`config.mk`:
```
export PLATFORM = sky130hd
export DESIGN_NAME = memshare_rqst_sched_flat
export DESIGN_NICKNAME = d
export VERILOG_FILES = /design/src/rtl/memshare_rqst_sched_if.sv /design/src/rtl/memshare_rqst_sched.sv /design/src/flat_wrapper.sv
export SDC_FILE = /design/constraint.sdc
export NUM_CORES = 1
export LEC_CHECK = 0
export ABC_AREA = 0
export CAP_MARGIN = 20
export CELL_PAD_IN_SITES_DETAIL_PLACEMENT = 0
export CELL_PAD_IN_SITES_GLOBAL_PLACEMENT = 1
export CORE_MARGIN = 2
export CORE_UTILIZATION = 44
export CTS_CLUSTER_SIZE = 28
export DETAILED_ROUTE_END_ITERATION = 7
export HOLD_SLACK_MARGIN = 0.02
export PLACE_DENSITY_LB_ADDON = 0.1
export SYNTH_ARGS = -nofsm -noshare
export SYNTH_HDL_FRONTEND = slang
export SYNTH_SLANG_ARGS = --single-unit
export TNS_END_PERCENT = 100
```
`constraint.sdc`:
```
create_clock -name sys_clk -period 12.7 [get_ports sys_clk]
set_input_delay 1.27 -clock sys_clk [delete_from_list [all_inputs] [get_ports sys_clk]]
set_output_delay 1.27 -clock sys_clk [all_outputs]
set_load 0.02 [all_outputs]
```
`src/rtl/memshare_rqst_sched_if.sv`:
```
// Request/grant handshake bundle between the share skid buffer, the scheduler
// and the shared memory port. The slave modport is the scheduler's view.
interface memshare_rqst_sched_if #(
    parameter int SHARE_GROUP_SIZE = 5,
    parameter int IDX_W            = $clog2(SHARE_GROUP_SIZE)
);
    logic [SHARE_GROUP_SIZE-1:0] rqst_flag_i;
    logic                        rqst_valid_i;
    logic                        rqst_ready_o;
    logic [SHARE_GROUP_SIZE-1:0] gnt_onehot_o;
    logic [IDX_W-1:0]            gnt_idx_o;
    logic                        gnt_valid_o;
    logic                        gnt_ready_i;

    modport master (
        output rqst_flag_i, rqst_valid_i, gnt_ready_i,
        input  rqst_ready_o, gnt_onehot_o, gnt_idx_o, gnt_valid_o
    );

    modport slave (
        input  rqst_flag_i, rqst_valid_i, gnt_ready_i,
        output rqst_ready_o, gnt_onehot_o, gnt_idx_o, gnt_valid_o
    );
endinterface

```
`src/rtl/memshare_rqst_sched.sv`:
```
// Round-robin scheduler serialising one share group's requests onto a single memory port.
// Optional perf counters (conflict_cnt_o, stall_cnt_o) enabled by MEMSHARE_SCHED_PERF_EN.
module memshare_rqst_sched #(
    parameter int SHARE_GROUP_SIZE = 5,
    parameter int IDX_W            = $clog2(SHARE_GROUP_SIZE)
) (
    input  logic        sys_clk,
    input  logic        rstn,
    memshare_rqst_sched_if.slave bus,
    output logic        skid_sel_o,
    output logic        update_mask_o,
`ifdef MEMSHARE_SCHED_PERF_EN
    output logic        busy_o,
    output logic [15:0] conflict_cnt_o,
    output logic [15:0] stall_cnt_o
`else
    output logic        busy_o
`endif
);
    localparam int N = SHARE_GROUP_SIZE;

    localparam logic [0:0] ST_IDLE  = 1'b0;
    localparam logic [0:0] ST_GRANT = 1'b1;

    localparam logic [IDX_W:0]   NUM_REQ  = (IDX_W+1)'(N);
    localparam logic [IDX_W-1:0] LAST_IDX = IDX_W'(N - 1);

    logic [0:0]       state_q, state_d;
    logic [N-1:0]     pend_q, pend_d;
    logic [IDX_W-1:0] ptr_q, ptr_d;
    logic             served_q, served_d;

    logic             gnt_found;
    logic [IDX_W-1:0] gnt_idx;
    logic [N-1:0]     gnt_onehot;
    logic [IDX_W:0]   scan;
    logic             last_bit;
    logic             rqst_ready;
    logic             vec_load;
    logic             in_grant;

    // Rotating priority scan starting at ptr; depends on registers only.
    always_comb begin
        gnt_found = 1'b0;
        gnt_idx   = '0;
        scan      = '0;
        for (int k = 0; k < N; k++) begin
            scan = {1'b0, ptr_q} + (IDX_W+1)'(k);
            if (scan >= NUM_REQ) begin
                scan = scan - NUM_REQ;
            end
            if (!gnt_found && pend_q[scan[IDX_W-1:0]]) begin
                gnt_found = 1'b1;
                gnt_idx   = scan[IDX_W-1:0];
            end
        end
        gnt_onehot = gnt_found ? (N'(1) << gnt_idx) : '0;
    end

    assign in_grant   = (state_q == ST_GRANT);
    assign last_bit   = ((pend_q & ~gnt_onehot) == '0);
    assign rqst_ready = !in_grant || (bus.gnt_ready_i && last_bit);
    assign vec_load   = rqst_ready && bus.rqst_valid_i && (bus.rqst_flag_i != '0);

    always_comb begin
        state_d  = state_q;
        pend_d   = pend_q;
        ptr_d    = ptr_q;
        served_d = served_q;
        if (in_grant && bus.gnt_ready_i) begin
            pend_d   = pend_q & ~gnt_onehot;
            ptr_d    = (gnt_idx == LAST_IDX) ? '0 : gnt_idx + IDX_W'(1);
            served_d = 1'b1;
            if (last_bit && !vec_load) begin
                state_d = ST_IDLE;
            end
        end
        // A new vector either leaves IDLE or chains directly behind the last grant.
        if (vec_load) begin
            pend_d   = bus.rqst_flag_i;
            served_d = 1'b0;
            state_d  = ST_GRANT;
        end
    end

    always_ff @(posedge sys_clk) begin
        if (!rstn) begin
            state_q  <= ST_IDLE;
            pend_q   <= '0;
            ptr_q    <= '0;
            served_q <= 1'b0;
        end else begin
            state_q  <= state_d;
            pend_q   <= pend_d;
            ptr_q    <= ptr_d;
            served_q <= served_d;
        end
    end

    assign bus.rqst_ready_o = rqst_ready;
    assign bus.gnt_onehot_o = gnt_onehot;
    assign bus.gnt_idx_o    = gnt_idx;
    assign bus.gnt_valid_o  = in_grant;
    assign skid_sel_o       = in_grant && served_q;
    assign update_mask_o    = in_grant && !rqst_ready;
    assign busy_o           = (pend_q != '0);

`ifdef MEMSHARE_SCHED_PERF_EN
    logic [15:0] conflict_cnt_q, stall_cnt_q;

    always_ff @(posedge sys_clk) begin
        if (!rstn) begin
            conflict_cnt_q <= '0;
            stall_cnt_q    <= '0;
        end else begin
            if (vec_load && ($countones(bus.rqst_flag_i) > 1) && (conflict_cnt_q != 16'hFFFF)) begin
                conflict_cnt_q <= conflict_cnt_q + 16'd1;
            end
            if (update_mask_o && (stall_cnt_q != 16'hFFFF)) begin
                stall_cnt_q <= stall_cnt_q + 16'd1;
            end
        end
    end

    assign conflict_cnt_o = conflict_cnt_q;
    assign stall_cnt_o    = stall_cnt_q;
`endif
endmodule

```
`src/flat_wrapper.sv`:
```
// flat-port wrapper written by rule: the top's interface ports become plain ports
module memshare_rqst_sched_flat 
#(
    parameter int SHARE_GROUP_SIZE = 5,
    parameter int IDX_W            = $clog2(SHARE_GROUP_SIZE)
)
  (sys_clk, rstn, skid_sel_o, update_mask_o, busy_o, bus_rqst_flag_i, bus_rqst_valid_i, bus_gnt_ready_i, bus_rqst_ready_o, bus_gnt_onehot_o, bus_gnt_idx_o, bus_gnt_valid_o);
  memshare_rqst_sched_if #(.SHARE_GROUP_SIZE(SHARE_GROUP_SIZE), .IDX_W(IDX_W)) bus_i ();
  input  logic sys_clk;
  input  logic rstn;
  output logic skid_sel_o;
  output logic update_mask_o;
  output logic busy_o;
  input wire logic [$bits(bus_i.rqst_flag_i)-1:0] bus_rqst_flag_i;
  input wire logic [$bits(bus_i.rqst_valid_i)-1:0] bus_rqst_valid_i;
  input wire logic [$bits(bus_i.gnt_ready_i)-1:0] bus_gnt_ready_i;
  output wire logic [$bits(bus_i.rqst_ready_o)-1:0] bus_rqst_ready_o;
  output wire logic [$bits(bus_i.gnt_onehot_o)-1:0] bus_gnt_onehot_o;
  output wire logic [$bits(bus_i.gnt_idx_o)-1:0] bus_gnt_idx_o;
  output wire logic [$bits(bus_i.gnt_valid_o)-1:0] bus_gnt_valid_o;
  assign bus_i.rqst_flag_i = bus_rqst_flag_i;
  assign bus_i.rqst_valid_i = bus_rqst_valid_i;
  assign bus_i.gnt_ready_i = bus_gnt_ready_i;
  assign bus_rqst_ready_o = bus_i.rqst_ready_o;
  assign bus_gnt_onehot_o = bus_i.gnt_onehot_o;
  assign bus_gnt_idx_o = bus_i.gnt_idx_o;
  assign bus_gnt_valid_o = bus_i.gnt_valid_o;
  memshare_rqst_sched #(.SHARE_GROUP_SIZE(SHARE_GROUP_SIZE), .IDX_W(IDX_W)) u_core (.sys_clk(sys_clk), .rstn(rstn), .bus(bus_i), .skid_sel_o(skid_sel_o), .update_mask_o(update_mask_o), .busy_o(busy_o));
endmodule
```
# [Word-level counts from Yosys, hierarchy flattened]
# Index checks and enable logic that the tools add are counted.
# W data, S select, Z words.
[op_classes] reduce_logical=26 order_cmp=10 eq_ne=1 n_addsub=10 n_bitwise=3 n_mux=32 shifts=1
[ops] operator="$mux W3" count=11
[ops] operator="$lt A3 B4 Y1 const B" count=5
[ops] operator="$ge A4 B3 Y1 const B" count=4
[ops] operator="$bmux W1 S3" count=5
[ops] operator="$mux W5" count=3
[ops] operator="$sub A3 B3 Y3 const B" count=5
[ops] operator="$mux W1" count=13
[ops] operator="$logic_and A1 B1 Y1" count=11
[ops] operator="$reduce_bool A5 Y1" count=2
[ops] operator="$add A3 B2 Y4 const B" count=2
[ops] operator="$logic_not A1 Y1" count=7
[ops] operator="$and A5 B5 Y5" count=1
[ops] operator="$logic_not A5 Y1" count=1
[ops] operator="$not A5 Y5" count=1
[ops] operator="$shl A1 B3 Y5 const A" count=1
[ops] operator="$add A3 B1 Y4 const B" count=1
[ops] operator="$add A3 B3 Y4 const B" count=1
[ops] operator="$reduce_bool A2 Y1" count=2
[ops] operator="$add A3 B1 Y3 const B" count=1
[ops] operator="$eq A3 B3 Y1 const B" count=1
[ops] operator="$ge A3 B3 Y1 const B" count=1
[ops] operator="$reduce_and A2 Y1" count=1
[ops] operator="$reduce_or A2 Y1" count=1
[ops] operator="$logic_or A1 B1 Y1" count=1
[ops] operator="$not A1 Y1" count=1
[word_totals] out_inout_bits=13 register_bits=10 inputBits=9

# [Depth between registers and ports, before layout]
# Gate-level depths: netlist (run 1).
[depth] ltp_word=31 ltp_mapped=24 depth_no_buf=21

# [Worst setup path before layout (run 1)]
# OpenSTA, ideal clock, no wires.
[synth_timing] kind="register to output" from="register u_core.ptr_q[0]" to="output bus_rqst_ready_o" required_time_ns=11.430 path_stages_with_launch=22 arrival_time_ns=4.491 slack_ns=6.939 path_cell_list="dfxtp_1 > buf_4 > buf_2 > inv_1 > ha_1 > inv_1 > fa_1 > or3_1 > a21o_1 > a211oi_1 > nor2_1 > a2111oi_0 > o21ai_0 > a2bb2oi_1 > inv_1 > ha_1 > ha_1 > o21ai_0 > a31oi_1 > nand3_1 > o21a_1 > inv_1"
[synth_via] elab_chain_cells=24 elab_cells_between_ends=54 cone_classes="9 x add/sub; 5 x order compare; 1 x shift; 26 x mux; 2 x bitwise; 11 x reduce/logical"
[synth_lines] item="from (decl)" line="memshare_rqst_sched.sv:30" rtl="logic [IDX_W-1:0] ptr_q, ptr_d;"
[synth_lines] item="from (signal assigned)" line="memshare_rqst_sched.sv:95" rtl="ptr_q <= ptr_d;"
[synth_lines] item="branches (longest 16 deep; another with $add A3 B1 Y4)"
[synth_lines] item="$mux W3 (*)" line="memshare_rqst_sched.sv:52" rtl="if (!gnt_found && pend_q[scan[IDX_W-1:0]]) begin"
[synth_lines] item="named net bus_gnt_idx_o[0]" line="flat_wrapper.sv:19" rtl="output wire logic [$bits(bus_i.gnt_idx_o)-1:0] bus_gnt_idx_o;"
[synth_lines] item="$shl A1 B3 Y5 (*)" line="memshare_rqst_sched.sv:57" rtl="gnt_onehot = gnt_found ? (N'(1) << gnt_idx) : '0;"
[synth_lines] item="$mux W5 (*)" line="memshare_rqst_sched.sv:57"
[synth_lines] item="$not A5 Y5 (*)" line="memshare_rqst_sched.sv:61" rtl="assign last_bit = ((pend_q & ~gnt_onehot) == '0);"
[synth_lines] item="$and A5 B5 Y5 (*)" line="memshare_rqst_sched.sv:61"
[synth_lines] item="$logic_not A5 Y1 (*)" line="memshare_rqst_sched.sv:61"
[synth_lines] item="$logic_and A1 B1 Y1 (*)" line="memshare_rqst_sched.sv:62" rtl="assign rqst_ready = !in_grant || (bus.gnt_ready_i && last_bit);"
[synth_lines] item="$logic_or A1 B1 Y1 (*)" line="memshare_rqst_sched.sv:62"
[synth_lines] item="to (decl)" line="flat_wrapper.sv:17" rtl="output wire logic [$bits(bus_i.rqst_ready_o)-1:0] bus_rqst_ready_o;"
# Mark *: on every way through the listed nets, which the timed path passes. The select of a mux whose other input is x is not followed.

# [Worst setup path after layout (run 1)]
[layout_timing] from="register u_core.ptr_q[1]" to="output update_mask_o"
[layout_via] elab_chain_cells=26 elab_cells_between_ends=56 cone_classes="9 x add/sub; 5 x order compare; 1 x shift; 26 x mux; 2 x bitwise; 13 x reduce/logical"
[layout_lines] item="branches (longest 18 deep; another with $add A3 B1 Y4)"
[layout_lines] item="$mux W5 (*)" line="memshare_rqst_sched.sv:57"
[layout_lines] item="$not A5 Y5 (*)" line="memshare_rqst_sched.sv:61"
[layout_lines] item="$and A5 B5 Y5 (*)" line="memshare_rqst_sched.sv:61"
[layout_lines] item="$logic_not A5 Y1 (*)" line="memshare_rqst_sched.sv:61"
[layout_lines] item="$logic_and A1 B1 Y1 (*)" line="memshare_rqst_sched.sv:62"
[layout_lines] item="$logic_or A1 B1 Y1 (*)" line="memshare_rqst_sched.sv:62"
[layout_lines] item="$logic_not A1 Y1 (*)" line="memshare_rqst_sched.sv:105" rtl="assign update_mask_o = in_grant && !rqst_ready;"
[layout_lines] item="$logic_and A1 B1 Y1 (*)" line="memshare_rqst_sched.sv:105"
[layout_lines] item="to (decl)" line="flat_wrapper.sv:12" rtl="output logic update_mask_o;"
# Mark *: on every way between the ends. The select of a mux whose other input is x is not followed.

==> results of run 1 <==
==> cells in the mapped netlist, drive strengths merged (2+ instances only) <==
master | count | share of area (%)
nand3b | 3 | 2.0
a21oi | 10 | 3.1
and2 | 3 | 1.1
a21boi | 4 | 1.7
nor2 | 21 | 4.5
a2111oi | 2 | 1.0
nor3 | 6 | 1.7
nand2b | 7 | 2.5
dfxtp | 10 | 11
buf | 8 | 3.6
ha | 13 | 9.2
a31oi | 6 | 2.1
inv | 20 | 4.3
clkbuf | 4 | 0.85
a211oi | 12 | 5.1
o31a | 2 | 1.0
xnor2 | 2 | 1.0
o21ai | 15 | 4.3
mux2i | 11 | 6.3
a21o | 4 | 1.7
nand4 | 2 | 0.71
a41o | 2 | 1.1
a211o | 2 | 1.0
o21a | 5 | 2.1
o211ai | 5 | 2.1
nand2 | 32 | 7.0
o32a | 2 | 1.1
o21ba | 2 | 1.1
o211a | 2 | 1.1
nor2b | 4 | 1.6
nand3 | 5 | 1.4
and3 | 2 | 1.0
a2bb2oi | 2 | 1.4
or2 | 2 | 0.71
==> critical path: stages, from the launching register on <==
cell and delay, ns:
sky130_fd_sc_hd__dfxtp_1 0.56, sky130_fd_sc_hd__ha_1 0.25, sky130_fd_sc_hd__inv_1 0.06, sky130_fd_sc_hd__fa_1 0.48, sky130_fd_sc_hd__or3_1 0.45, sky130_fd_sc_hd__a21o_1 0.20, sky130_fd_sc_hd__a211oi_1 0.42, sky130_fd_sc_hd__nor2_1 0.14
sky130_fd_sc_hd__a2111oi_0 0.37, sky130_fd_sc_hd__o21ai_0 0.15, sky130_fd_sc_hd__a2bb2oi_1 0.38, sky130_fd_sc_hd__inv_1 0.15, sky130_fd_sc_hd__ha_1 0.23, sky130_fd_sc_hd__ha_1 0.20, sky130_fd_sc_hd__o21ai_0 0.17, sky130_fd_sc_hd__a31oi_1 0.08
sky130_fd_sc_hd__nand3_1 0.12, sky130_fd_sc_hd__o21a_1 0.16, sky130_fd_sc_hd__clkdlybuf4s50_1 0.62
==> area by class of cell <==
type / instances / share of cell area [%]
Sequential cell: 10 / 10.0
Timing Repair Buffer: 22 / 10.9
Clock buffer: 3 / 2.07
Inverter: 20 / 3.75
Multi-Input combinational cell: 204 / 70.3
Tap cell: 48 / 3.00
==> routing by layer <==
metal / global-route usage (%) / vias up / routed length (um)
li1: - / 930 / -
met1: 30.4 / 887 / 2250
met2: 43.9 / 42 / 2590
met3: 1.67 / 6 / 170
met4: 9.18 / 0 / 66
met5: 0 / - / 0
==> cells by family (layout without fill, tap and decap cells) <==
group	count (synthesis)	count (layout)
compound gates	85	85
xor+xnor	2	2
fa+ha+maj	14	14
buf+inv	32	45
flops	10	10
mux	12	12
simple gates	91	91
==> per-stage QoR <==
stage               setup WS [ns]  power [mW]
detailed placement           6.36       0.557
finish                       6.02       0.592
floorplan                    6.94       0.410
CTS                          6.10       0.593
global placement             6.35       0.564
global route                 5.61       0.657
==> flip-flops by register name, indices dropped and copies added (netlist names) <==
name,flops
u_core.ptr_q,3
u_core.served_q,1
u_core.bus.gnt_valid_o,1
u_core.pend_q,5
==> worst paths after layout <==
path | from | endpoint | slack (ns) | cells after the start
worst max-delay path | u_core.ptr_q[1]$_SDFFE_PN0P_ | update_mask_o | 6.02 | 18
worst min-delay path | u_core.served_q$_SDFFE_PP0P_ | u_core.served_q$_SDFFE_PP0P_ | 0.50 | 1
worst max register to register | u_core.ptr_q[1]$_SDFFE_PN0P_ | u_core.pend_q[1]$_SDFFE_PN0P_ | 7.67 | 18
worst min register to register | u_core.served_q$_SDFFE_PP0P_ | u_core.served_q$_SDFFE_PP0P_ | 0.50 | 1
==> power groups by stage <==
stage          clock network, mW  logic, mW  registers [mW]
2_1_floorplan                  0      0.365          0.0451
3_3_place_gp                   0      0.511          0.0528
3_5_place_dp                   0      0.505          0.0526
4_1_cts                   0.0321      0.509          0.0520
5_1_grt                   0.0339      0.570          0.0536
6_report                  0.0319      0.507          0.0523
==> implementation parameters, run 1 <==
Parameter                              Value

Power
  Largest voltage drop on the vdd net ... 0.293 mV
  Clock network power share ... 5.4%
  Pwr/cell area ... about 300 mW/mm2
  Switching share of power ... ~55%
  Internal cell power ... about 270 uW
  Lkg Pwr ... a little over 0.8 nW
  Net Sw Power ... about 320 uW
  Combinational group share of total power ... 85.8%
  Register share of total power ... under 10%

Synth
  Yosys synthesis warning count ... 0
  Synthesized area per cell ... a little over 7 um2
  Simple logic cell fraction of the synthesized area ... around a quarter
  Dominant register cell in the synthesized netlist ... sky130_fd_sc_hd__dfxtp_1
  Post-synthesis instance area ... ~0.0018 mm2
  Register bit count reported by yosys ... 10
  Count of cell types in the netlist ... 59
  Post-synthesis xor/xnor area fraction ... 0.996%
  Dominant combinational cell family by area after synthesis ... compound AO/OA/AOI/OAI gates
  Arithmetic-cell share of the synthesized area counting full adders, half adders and majority gates ... between 10% and 20%
  Share of cell area taken by muxes after synthesis ... between 7 and 8%
  Number of standard cells after synthesis ... around 250
  Fraction of the mapped netlist area in compound gates ... a little over a third
  Number of flops mapped to enable cells by yosys ... 0
  Post-Synthesis Net Count ... around 270
  Post-synthesis async set-or-reset flop share ... 0%
  Sequential share of the synthesized area ... between 10% and 20%

Clock tree
  Clock latency reported for the late side of the worst-skew pair ... between 0.2 and 0.25 ns
  Root Buffer ... sky130_fd_sc_hd__clkbuf_8
  TritonCTS Buffers ... 3
  CTS tree ... built
  Number of gates resized after CTS ... 0
  Clock Path Buffers ... 2
  Clock-pin slew of the registers on the worst-case setup and hold paths ... 0.04 ns
  Buffer count from post-CTS setup fixing ... 0
  Maximum level of the CTS H-tree ... 1
  Clock Sink Count ... 10
  Hold buffer count at CTS ... 0

Finish
  Area occupied by multi-input gates ... ~0.0014 mm2
  Most used cells in the layout excluding fill and tap cells ... sky130_fd_sc_hd__nand2_1 (31), sky130_fd_sc_hd__nor2_1 (21), sky130_fd_sc_hd__clkdlybuf4s50_1 (21)
  Combined flip-flop and latch cell area ... roughly 200 um2
  Synth-to-layout area growth ... 13.7%
  Number of inserted diodes ... 0
  Cell Count, Final, Fillers Out ... slightly above 300
  Layout filler cell count ... between 400 and 500
  Post-Layout Inst Area ... between 0.0015 and 0.002 mm2
  End-of-flow core utilization ... between 50% and 60%
  Final net count ... between 200 and 300
  Ratio of cells with drive above 1 in the final layout ... between 6 and 7%
  Most frequent standard cell in the layout excluding fill and tap cells ... sky130_fd_sc_hd__nand2_1

GRT
  Antenna violations before repair ... 0
  GRT Total Usage ... 24.5%
  Total global routing overflow ... 0
  Vias in the first global route ... 1760
  Wire length of the first global-routing pass ... between 8000 and 9000 um
  Pin count of the biggest net entering global routing ... 34

Critical path
  Setup Crit Path Kind ... register to output port
  Required time of the worst setup path ... ~11 ns
  Critical path capture point type ... output port
  Worst Path Arrival ... 5.41 ns
  Top fanout value on the critical path ... 11
  CP startpoint kind ... register

Routing
  Drt via density ... approximately 6
  Number of DRC markers after the initial detailed-route iteration ... roughly 160
  Final wirelength ... roughly 5100 um
  Count of vias placed by the detailed router ... 1865
  Remaining routing DRC violations ... 0
  DRT Pass-1 Iters ... 4
  Final routed wire length divided by cell count ... about 17 um
  Antenna-violating nets left ... 0

Placement
  Placed Cells incl. Taps ... just over 300
  Final Wtd Congestion ... around 0.80
  Placed Instance Area ... around 0.002 mm2
  Detail Placement HPWL ... between 3000 and 4000 um
  PortBufs ... 21

Floorplanning
  Standard-cell rows ... 22
  Starting Density ... approximately 47%
  Placeable Area ... ~0.0037 mm2
  Height of the die ... 67.2 um
  Die area ... 0.00452 mm2
  I/O pin count ... 22
  Horizontal die dimension ... slightly below 70 um

Timing
  Transition time of the tightest slew-check pin ... 0.532 ns
  Maximum clock frequency ... approximately 150 MHz
  Fin crit period ... about 6.7 ns
  Post-Route Hold Slack ... roughly 0.5 ns
  Unrepaired setup endpoints after global routing ... false
  Final worst-path cycle share ... between 50% and 60%
  Final Max Slew Viols ... 0
  Worst max-slew margin expressed relative to the limit ... 64.5%
  Total negative slack ... 0 ns
  Number of hold violations in the final report ... 0
  Worst setup skew after layout ... 0.00114 ns
  Final setup violation count ... 0

Hold path
  Kind of path behind the tightest hold check ... register to register

Flow run
  Max Cap Viol ... 0

Outcome
  Result of the run ... finished, final reports clean
(Power assumes the default switching activity.)
==> inputs of run 2 (changes only) <==
--- a/config.mk
+++ b/config.mk
@@ -10,7 +10,7 @@
 export CELL_PAD_IN_SITES_DETAIL_PLACEMENT = 0
 export CELL_PAD_IN_SITES_GLOBAL_PLACEMENT = 1
 export CORE_MARGIN = 2
-export CORE_UTILIZATION = 44
+export CORE_UTILIZATION = 37
 export CTS_CLUSTER_SIZE = 28
 export DETAILED_ROUTE_END_ITERATION = 7
 export HOLD_SLACK_MARGIN = 0.02
==> constraint.sdc (replaced) <==
create_clock -name sys_clk -period 5.7 [get_ports sys_clk]
set_input_delay 0.57 -clock sys_clk [delete_from_list [all_inputs] [get_ports sys_clk]]
set_output_delay 0.57 -clock sys_clk [all_outputs]
set_load 0.02 [all_outputs]
==> run 2 against run 1 <==
  * Register-to-register slack lost 6.4 ns
  * Total power grew 130%
  * Critical endpoint is now bus_rqst_ready_o
  * Utilization fell by 9.3 points
  * Global-route usage down 3.3 points
  * Die area grew 18%
  * Non-clock buffer count up 3
==> implementation parameters, run 2 (synthesis results as in run 1) <==
Parameter                              Value

Outcome
  Result of the run ... finished, final reports clean (unchanged)

Placement
  Final Wtd Congestion ... 0.812 (was 0.801)
  Detail Placement HPWL ... 4120 um (was 3890 um)
  Placed Cells incl. Taps ... 313 (was 304)
  PortBufs ... 21 (unchanged)
  Pre-CTS worst setup slack ... 0.315 ns (was 6.36 ns)

Critical path
  Top fanout value on the critical path ... 8 (was 11)
  Largest stage delay, worst path ... 0.53 ns (was 0.62 ns)
  Critical path cell sequence ... inv_1, ha_1, inv_1, fa_2, or3_1, a21o_1, a211oi_4, nor2_1, a2111oi_1, o21ai_0, a2bb2oi_1, buf_4, inv_1, ha_1, ha_1, o21ai_0, a31oi_1, nand3_1, o21a_1, inv_1, clkdlybuf4s50_1 (was ha_1, inv_1, fa_1, or3_1, a21o_1, a211oi_1, nor2_1, a2111oi_0, o21ai_0, a2bb2oi_1, inv_1, ha_1, ha_1, o21ai_0, a31oi_1, nand3_1, o21a_1, clkdlybuf4s50_1)
  Crit path buf inv count ... 6 (was 3)
  Worst Path Arrival ... 4.77 ns (was 5.41 ns)
  Crit path max-delay family ... compound AO/OA/AOI/OAI gates (unchanged)
  Slowest CP cell ... sky130_fd_sc_hd__clkdlybuf4s50_1 (unchanged)
  Setup Crit Path Kind ... register to output port (unchanged)
  CP startpoint kind ... register (unchanged)
  Required time of the worst setup path ... 5.13 ns (was 11.43 ns)
  Critical path capture point type ... output port (unchanged)
  Cell type with the highest occurrence count on the critical path ... sky130_fd_sc_hd__inv_1 (was sky130_fd_sc_hd__ha_1)

Routing
  Remaining routing DRC violations ... 0 (unchanged)
  DRT Pass-1 Iters ... 4 (unchanged)
  Drt via density ... 5.77 (was 6.07)
  Final routed wire length divided by cell count ... 16.7 um (was 16.5 um)
  Final wirelength ... 5280 um (was 5070 um)
  Number of DRC markers after the initial detailed-route iteration ... 152 (was 163)
  Antenna-violating nets left ... 0 (unchanged)
  Count of vias placed by the detailed router ... 1824 (was 1865)

Floorplanning
  I/O pin count ... 22 (unchanged)
  Standard-cell rows ... 25 (was 22)
  Die area ... 0.00532 mm2 (was 0.00452 mm2)
  Placeable Area ... 0.00466 mm2 (was 0.00374 mm2)
  Height of the die ... 73.0 um (was 67.2 um)
  Horizontal die dimension ... 73.0 um (was 67.2 um)
  Starting Density ... 37.7% (was 47.0%)

Timing
  Unrepaired setup endpoints after global routing ... false (unchanged)
  Final setup violation count ... 0 (unchanged)
  Transition time of the tightest slew-check pin ... 0.546 ns (was 0.532 ns)
  Number of hold violations in the final report ... 0 (unchanged)
  Final worst-path cycle share ... 93.6%
  Fin crit period ... ~5.3 ns
  Final critical-path setup slack ... 0.364 ns (was 6.02 ns)
  Final Max Slew Viols ... 0 (unchanged)
  Worst max-slew margin expressed relative to the limit ... 63.6% (was 64.5%)
  Maximum clock frequency ... between 150 and 200 MHz
  Worst setup skew after layout ... 0.000724 ns (was 0.00114 ns)
  Total negative slack ... 0 ns (unchanged)

Power
  Pwr/cell area ... 671 mW/mm2 (was 296 mW/mm2)
  Lkg Pwr ... 0.841 nW (was 0.816 nW)
  Largest voltage drop on the vdd net ... 0.485 mV (was 0.293 mV)

Finish
  Flip-flop count of the largest register after layout ... 5 (unchanged)
  Most used cells in the layout excluding fill and tap cells ... sky130_fd_sc_hd__nand2_1 (31), sky130_fd_sc_hd__nor2_1 (20), sky130_fd_sc_hd__clkdlybuf4s50_1 (20) (was sky130_fd_sc_hd__nand2_1 (31), sky130_fd_sc_hd__nor2_1 (21), sky130_fd_sc_hd__clkdlybuf4s50_1 (21))
  Largest registers ranked by flip-flop count ... u_core.pend_q (5), u_core.ptr_q (3) (unchanged)
  Number of inserted diodes ... 0 (unchanged)
  Area occupied by multi-input gates ... 0.00143 mm2 (was 0.00141 mm2)
  Most frequent standard cell in the layout excluding fill and tap cells ... sky130_fd_sc_hd__nand2_1 (unchanged)
  Final net count ... 287 (was 284)
  Layout filler cell count ... 507 (was 409)
  Largest register by flop count ... u_core.pend_q (unchanged)
  Combined flip-flop and latch cell area ... 201 um2 (was 200 um2)
  Ratio of cells with drive above 1 in the final layout ... 9.16% (was 6.18%)
  Synth-to-layout area growth ... 16.9% (was 13.7%)
  End-of-flow core utilization ... 44.1% (was 53.4%)
  Cell Count, Final, Fillers Out ... 316 (was 307)

GRT
  Pin count of the biggest net entering global routing ... 34 (unchanged)
  Antenna violations before repair ... 0 (unchanged)
  Total global routing overflow ... 0 (unchanged)
  Wire length of the first global-routing pass ... 8780 um (was 8490 um)
  Vias in the first global route ... 1780 (was 1760)
  GRT Total Usage ... 21.2% (was 24.5%)

Flow run
  Max Cap Viol ... 0 (unchanged)

Clock tree
  Clock latency reported for the late side of the worst-skew pair ... 0.23 ns (about the same)
  Number of gates resized after CTS ... 0 (unchanged)
  Maximum level of the CTS H-tree ... 1 (unchanged)
  Buffer count from post-CTS setup fixing ... 0 (unchanged)
  Clock-pin slew of the registers on the worst-case setup and hold paths ... 0.05 ns (was 0.04 ns)
  Clock Sink Count ... 10 (unchanged)
  Clock Path Buffers ... 2 (unchanged)
  Hold buffer count at CTS ... 0 (unchanged)
  Root Buffer ... sky130_fd_sc_hd__clkbuf_8 (unchanged)
  CTS tree ... built (unchanged)
  TritonCTS Buffers ... 3 (unchanged)

Hold path
  Kind of path behind the tightest hold check ... register to register (unchanged)
==> run 2: layout make-up <==
cell class              count  share of cell area, %
multi-input cells         204                   69.4
repair buffers             25                   11.8
flip-flops and latches     10                   9.80
inverters                  20                   3.65
well taps                  54                   3.29
clock buffers               3                   2.01
==> run 2: final timing paths <==
path                                startpoint  slack, ns                             to  cells after the start
setup / recovery  u_core.ptr_q[0]$_SDFFE_PN0P_       0.36               bus_rqst_ready_o                     21
hold / removal    u_core.served_q$_SDFFE_PP0P_       0.49   u_core.served_q$_SDFFE_PP0P_                      1
setup reg to reg  u_core.ptr_q[0]$_SDFFE_PN0P_       1.25  u_core.pend_q[1]$_SDFFE_PN0P_                     20
hold reg to reg   u_core.served_q$_SDFFE_PP0P_       0.49   u_core.served_q$_SDFFE_PP0P_                      1
==> run 2: power by group <==
part           switching, mW  total [mW]  leakage, nW  internal [mW]
clock network         0.0256      0.0717       0.0216         0.0461
registers             0.0299       0.114       0.0825         0.0838
logic                  0.689        1.19        0.737          0.504
==> run 2: per-stage QoR <==
step | cell area [um2] | hold WS, ns | power [mW]
6_report | 2060 | 0.491 | 1.38
5_1_grt | 2060 | 0.514 | 1.51
4_1_cts | 2030 | 0.496 | 1.36
3_5_place_dp | 1990 | 0.480 | 1.28
3_3_place_gp | 1990 | 0.481 | 1.30
2_1_floorplan | 1760 | 0.465 | 0.913
==> run 2: per-layer routing <==
layer	GRT usage, %	vias up	share of wire (%)
met5	0	-	0
met3	2.49	6	2.9
met2	39.9	34	51
li1	-	937	-
met1	25.8	847	45
met4	3.70	0	0.76
==> inputs of run 3 (changes only) <==
--- a/config.mk
+++ b/config.mk
@@ -9,6 +9,7 @@
 export CAP_MARGIN = 20
 export CELL_PAD_IN_SITES_DETAIL_PLACEMENT = 0
 export CELL_PAD_IN_SITES_GLOBAL_PLACEMENT = 1
+export CORE_ASPECT_RATIO = 0.75
 export CORE_MARGIN = 2
 export CORE_UTILIZATION = 37
 export CTS_CLUSTER_SIZE = 28
==> run 3 against run 2 <==
  * Clock power is 28% higher
  * Global-route usage is 0.85 points lower
  * Flip-flop and latch count stayed put
  * Total power is 3.6% higher
  * Final cell count is 1.3% higher
  * Die area is 0.10% higher
==> implementation parameters, run 3 (synthesis results as in run 1) <==
Parameter                              Value

Outcome
  Result of the run ... finished, final reports clean (unchanged)

Placement
  Detail Placement HPWL ... 4110 um (was 4120 um)
  Final Wtd Congestion ... 0.867 (was 0.812)
  Pre-CTS worst setup slack ... 0.390 ns (was 0.315 ns)
  Placed Instance Area ... 0.00198 mm2 (was 0.00199 mm2)
  PortBufs ... 21 (unchanged)

Routing
  DRT Pass-1 Iters ... 4 (unchanged)
  Antenna-violating nets left ... 0 (unchanged)
  Final wirelength ... 5340 um (was 5280 um)
  Final routed wire length divided by cell count ... 16.7 um (about the same)
  Number of DRC markers after the initial detailed-route iteration ... 130 (was 152)
  Count of vias placed by the detailed router ... 1834 (was 1824)
  Remaining routing DRC violations ... 0 (unchanged)
  Drt via density ... 5.73 (was 5.77)

Timing
  Transition time of the tightest slew-check pin ... 0.513 ns (was 0.546 ns)
  Final setup violation count ... 0 (unchanged)
  Worst max-slew margin expressed relative to the limit ... 65.7% (was 63.6%)
  Number of hold violations in the final report ... 0 (unchanged)
  Total negative slack ... 0 ns (unchanged)
  Maximum clock frequency ... 188 MHz (was 187 MHz)
  Fin crit period ... 5.31 ns (was 5.34 ns)
  Unrepaired setup endpoints after global routing ... false (unchanged)
  Worst setup skew after layout ... 0.0121 ns (was 0.000724 ns)
  Final worst-path cycle share ... 93.1% (was 93.6%)
  Final Max Slew Viols ... 0 (unchanged)
  Final critical-path setup slack ... 0.395 ns (was 0.364 ns)

Finish
  Largest register by flop count ... u_core.pend_q (unchanged)
  Post-Layout Inst Area ... 0.00209 mm2 (was 0.00206 mm2)
  Synth-to-layout area growth ... 18.8% (was 16.9%)
  Flip-flop count of the largest register after layout ... 5 (unchanged)
  Final net count ... 287 (unchanged)
  Most used cells in the layout excluding fill and tap cells ... sky130_fd_sc_hd__nand2_1 (31), sky130_fd_sc_hd__nor2_1 (21), sky130_fd_sc_hd__clkdlybuf4s50_1 (20) (was sky130_fd_sc_hd__nand2_1 (31), sky130_fd_sc_hd__nor2_1 (20), sky130_fd_sc_hd__clkdlybuf4s50_1 (20))
  Number of inserted diodes ... 0 (unchanged)
  Largest registers ranked by flip-flop count ... u_core.pend_q (5), u_core.ptr_q (3) (unchanged)
  Ratio of cells with drive above 1 in the final layout ... 11.8% (was 9.16%)
  Layout filler cell count ... 468 (was 507)
  Most frequent standard cell in the layout excluding fill and tap cells ... sky130_fd_sc_hd__nand2_1 (unchanged)

Critical path
  CP startpoint kind ... register (unchanged)
  Worst Path Arrival ... 4.74 ns (was 4.77 ns)
  Critical path capture point type ... output port (unchanged)
  Required time of the worst setup path ... 5.13 ns (about the same)
  Top fanout value on the critical path ... 12 (was 8)
  Setup Crit Path Kind ... register to output port (unchanged)

Clock tree
  TritonCTS Buffers ... 3 (unchanged)
  Root Buffer ... sky130_fd_sc_hd__clkbuf_8 (unchanged)
  Hold buffer count at CTS ... 0 (unchanged)
  Clock-pin slew of the registers on the worst-case setup and hold paths ... 0.06 ns (was 0.05 ns)
  Clock latency reported for the late side of the worst-skew pair ... 0.24 ns (was 0.23 ns)
  Maximum level of the CTS H-tree ... 1 (unchanged)
  Clock Path Buffers ... 2 (unchanged)
  Clock Sink Count ... 10 (unchanged)
  CTS tree ... built (unchanged)

Power
  Combinational group share of total power ... 85.6% (was 86.6%)
  Register share of total power ... 7.9% (was 8.2%)
  Largest voltage drop on the vdd net ... 0.409 mV (was 0.485 mV)
  Internal cell power ... 664 uW (was 634 uW)
  Clock network power share ... 6.4% (was 5.2%)
  Pwr/cell area ... 684 mW/mm2 (was 671 mW/mm2)
  Net Sw Power ... 765 uW (was 745 uW)
  Switching share of power ... 53.5% (was 54.0%)
  Lkg Pwr ... 0.849 nW (was 0.841 nW)

GRT
  Wire length of the first global-routing pass ... 8730 um (was 8780 um)
  GRT Total Usage ... 20.3% (was 21.2%)
  Vias in the first global route ... 1701 (was 1780)
  Total global routing overflow ... 0 (unchanged)
  Pin count of the biggest net entering global routing ... 34 (unchanged)
  Antenna violations before repair ... 0 (unchanged)

Floorplanning
  Starting Density ... 38.9% (was 37.7%)
  Horizontal die dimension ... 83.6 um (was 73.0 um)
  Standard-cell rows ... 21 (was 25)
  Placeable Area ... 0.00452 mm2 (was 0.00466 mm2)
  Die area ... 0.00533 mm2 (was 0.00532 mm2)
  I/O pin count ... 22 (unchanged)
  Height of the die ... 63.7 um (was 73.0 um)

Flow run
  Max Cap Viol ... 0 (unchanged)

Hold path
  Kind of path behind the tightest hold check ... register to register (unchanged)
-- run 3: cell count changes in the layout (fill, tap and decap cells not counted), moves of 2 or more --
cell,delta
sky130_fd_sc_hd__a211oi_1,-2
sky130_fd_sc_hd__ha_1,-4
sky130_fd_sc_hd__a211oi_2,+3
sky130_fd_sc_hd__ha_2,+4
-- run 3: metal layers --
| layer | global-route usage [%] | wire, um |
|---|---|---|
| met1 | 33.3 | 2860 |
| met2 | 28.0 | 2080 |
| met3 | 3.01 | 376 |
| met4 | 2.22 | 23 |
| met5 | 0 | 0 |
-- run 3: path summary, 6_finish.rpt --
| kind | startpoint | end | slack [ns] | depth (start not counted) |
|---|---|---|---|---|
| worst max-delay path | u_core.ptr_q[1]$_SDFFE_PN0P_ | bus_rqst_ready_o | 0.39 | 20 |
| worst min register to register | u_core.served_q$_SDFFE_PP0P_ | u_core.served_q$_SDFFE_PP0P_ | 0.50 | 1 |
| worst max register to register | u_core.ptr_q[0]$_SDFFE_PN0P_ | u_core.pend_q[0]$_SDFFE_PN0P_ | 1.31 | 19 |
| worst min-delay path | u_core.served_q$_SDFFE_PP0P_ | u_core.served_q$_SDFFE_PP0P_ | 0.50 | 1 |
-- run 3: power by group through the flow --
stage	Clock [mW]	Combinational, mW	Sequential, mW
after detailed placement	0	1.13	0.114
after CTS	0.0924	1.13	0.112
after floorplan	0	0.812	0.100
after global placement	0	1.15	0.114
final	0.0919	1.22	0.114
after global routing	0.0955	1.34	0.116
-- run 3: critical path: stages, from the launching register on --
cell and delay (ns):
sky130_fd_sc_hd__dfxtp_1 0.35, sky130_fd_sc_hd__inv_1 0.20, sky130_fd_sc_hd__ha_2 0.29, sky130_fd_sc_hd__ha_2 0.37, sky130_fd_sc_hd__a211oi_1 0.30, sky130_fd_sc_hd__a211oi_1 0.09, sky130_fd_sc_hd__o32a_1 0.36, sky130_fd_sc_hd__o21ai_2 0.23
sky130_fd_sc_hd__a211oi_1 0.11, sky130_fd_sc_hd__a31oi_1 0.20, sky130_fd_sc_hd__nor2_1 0.10, sky130_fd_sc_hd__a21o_1 0.22, sky130_fd_sc_hd__inv_1 0.09, sky130_fd_sc_hd__ha_1 0.13, sky130_fd_sc_hd__inv_1 0.07, sky130_fd_sc_hd__o31a_1 0.30
sky130_fd_sc_hd__o31ai_1 0.09, sky130_fd_sc_hd__nand3_1 0.11, sky130_fd_sc_hd__o21a_1 0.21, sky130_fd_sc_hd__inv_1 0.05, sky130_fd_sc_hd__clkdlybuf4s50_1 0.59
-- run 3: per-stage QoR --
stage / cells / hold WS (ns) / utilization (%) / power (mW)
floorplan: 246 / 0.465 / - / 0.913
global placement: 314 / 0.486 / 43.7 / 1.27
detailed placement: 314 / 0.481 / 43.7 / 1.24
CTS: 318 / 0.495 / 45.0 / 1.34
global route: 320 / 0.514 / 46.2 / 1.56
finish: 320 / 0.498 / 46.2 / 1.43
-- run 3: cell type report --
class	instances	area, um2	share of cell area (%)
clock buffers	4	55.1	2.63
inverters	20	75.1	3.59
multi-input cells	204	1440	69.1
flip-flops and latches	10	201	9.64
well taps	57	71.3	3.41
repair buffers	25	243	11.6
-- run 3: timing repair --
| item | 4_1_cts | 5_1_grt |
|---|---|---|
| resized for setup | 0 | 15 |
| buffers inserted | 0 | 2 |
| endpoints found under the setup margin | 0 | 2 |
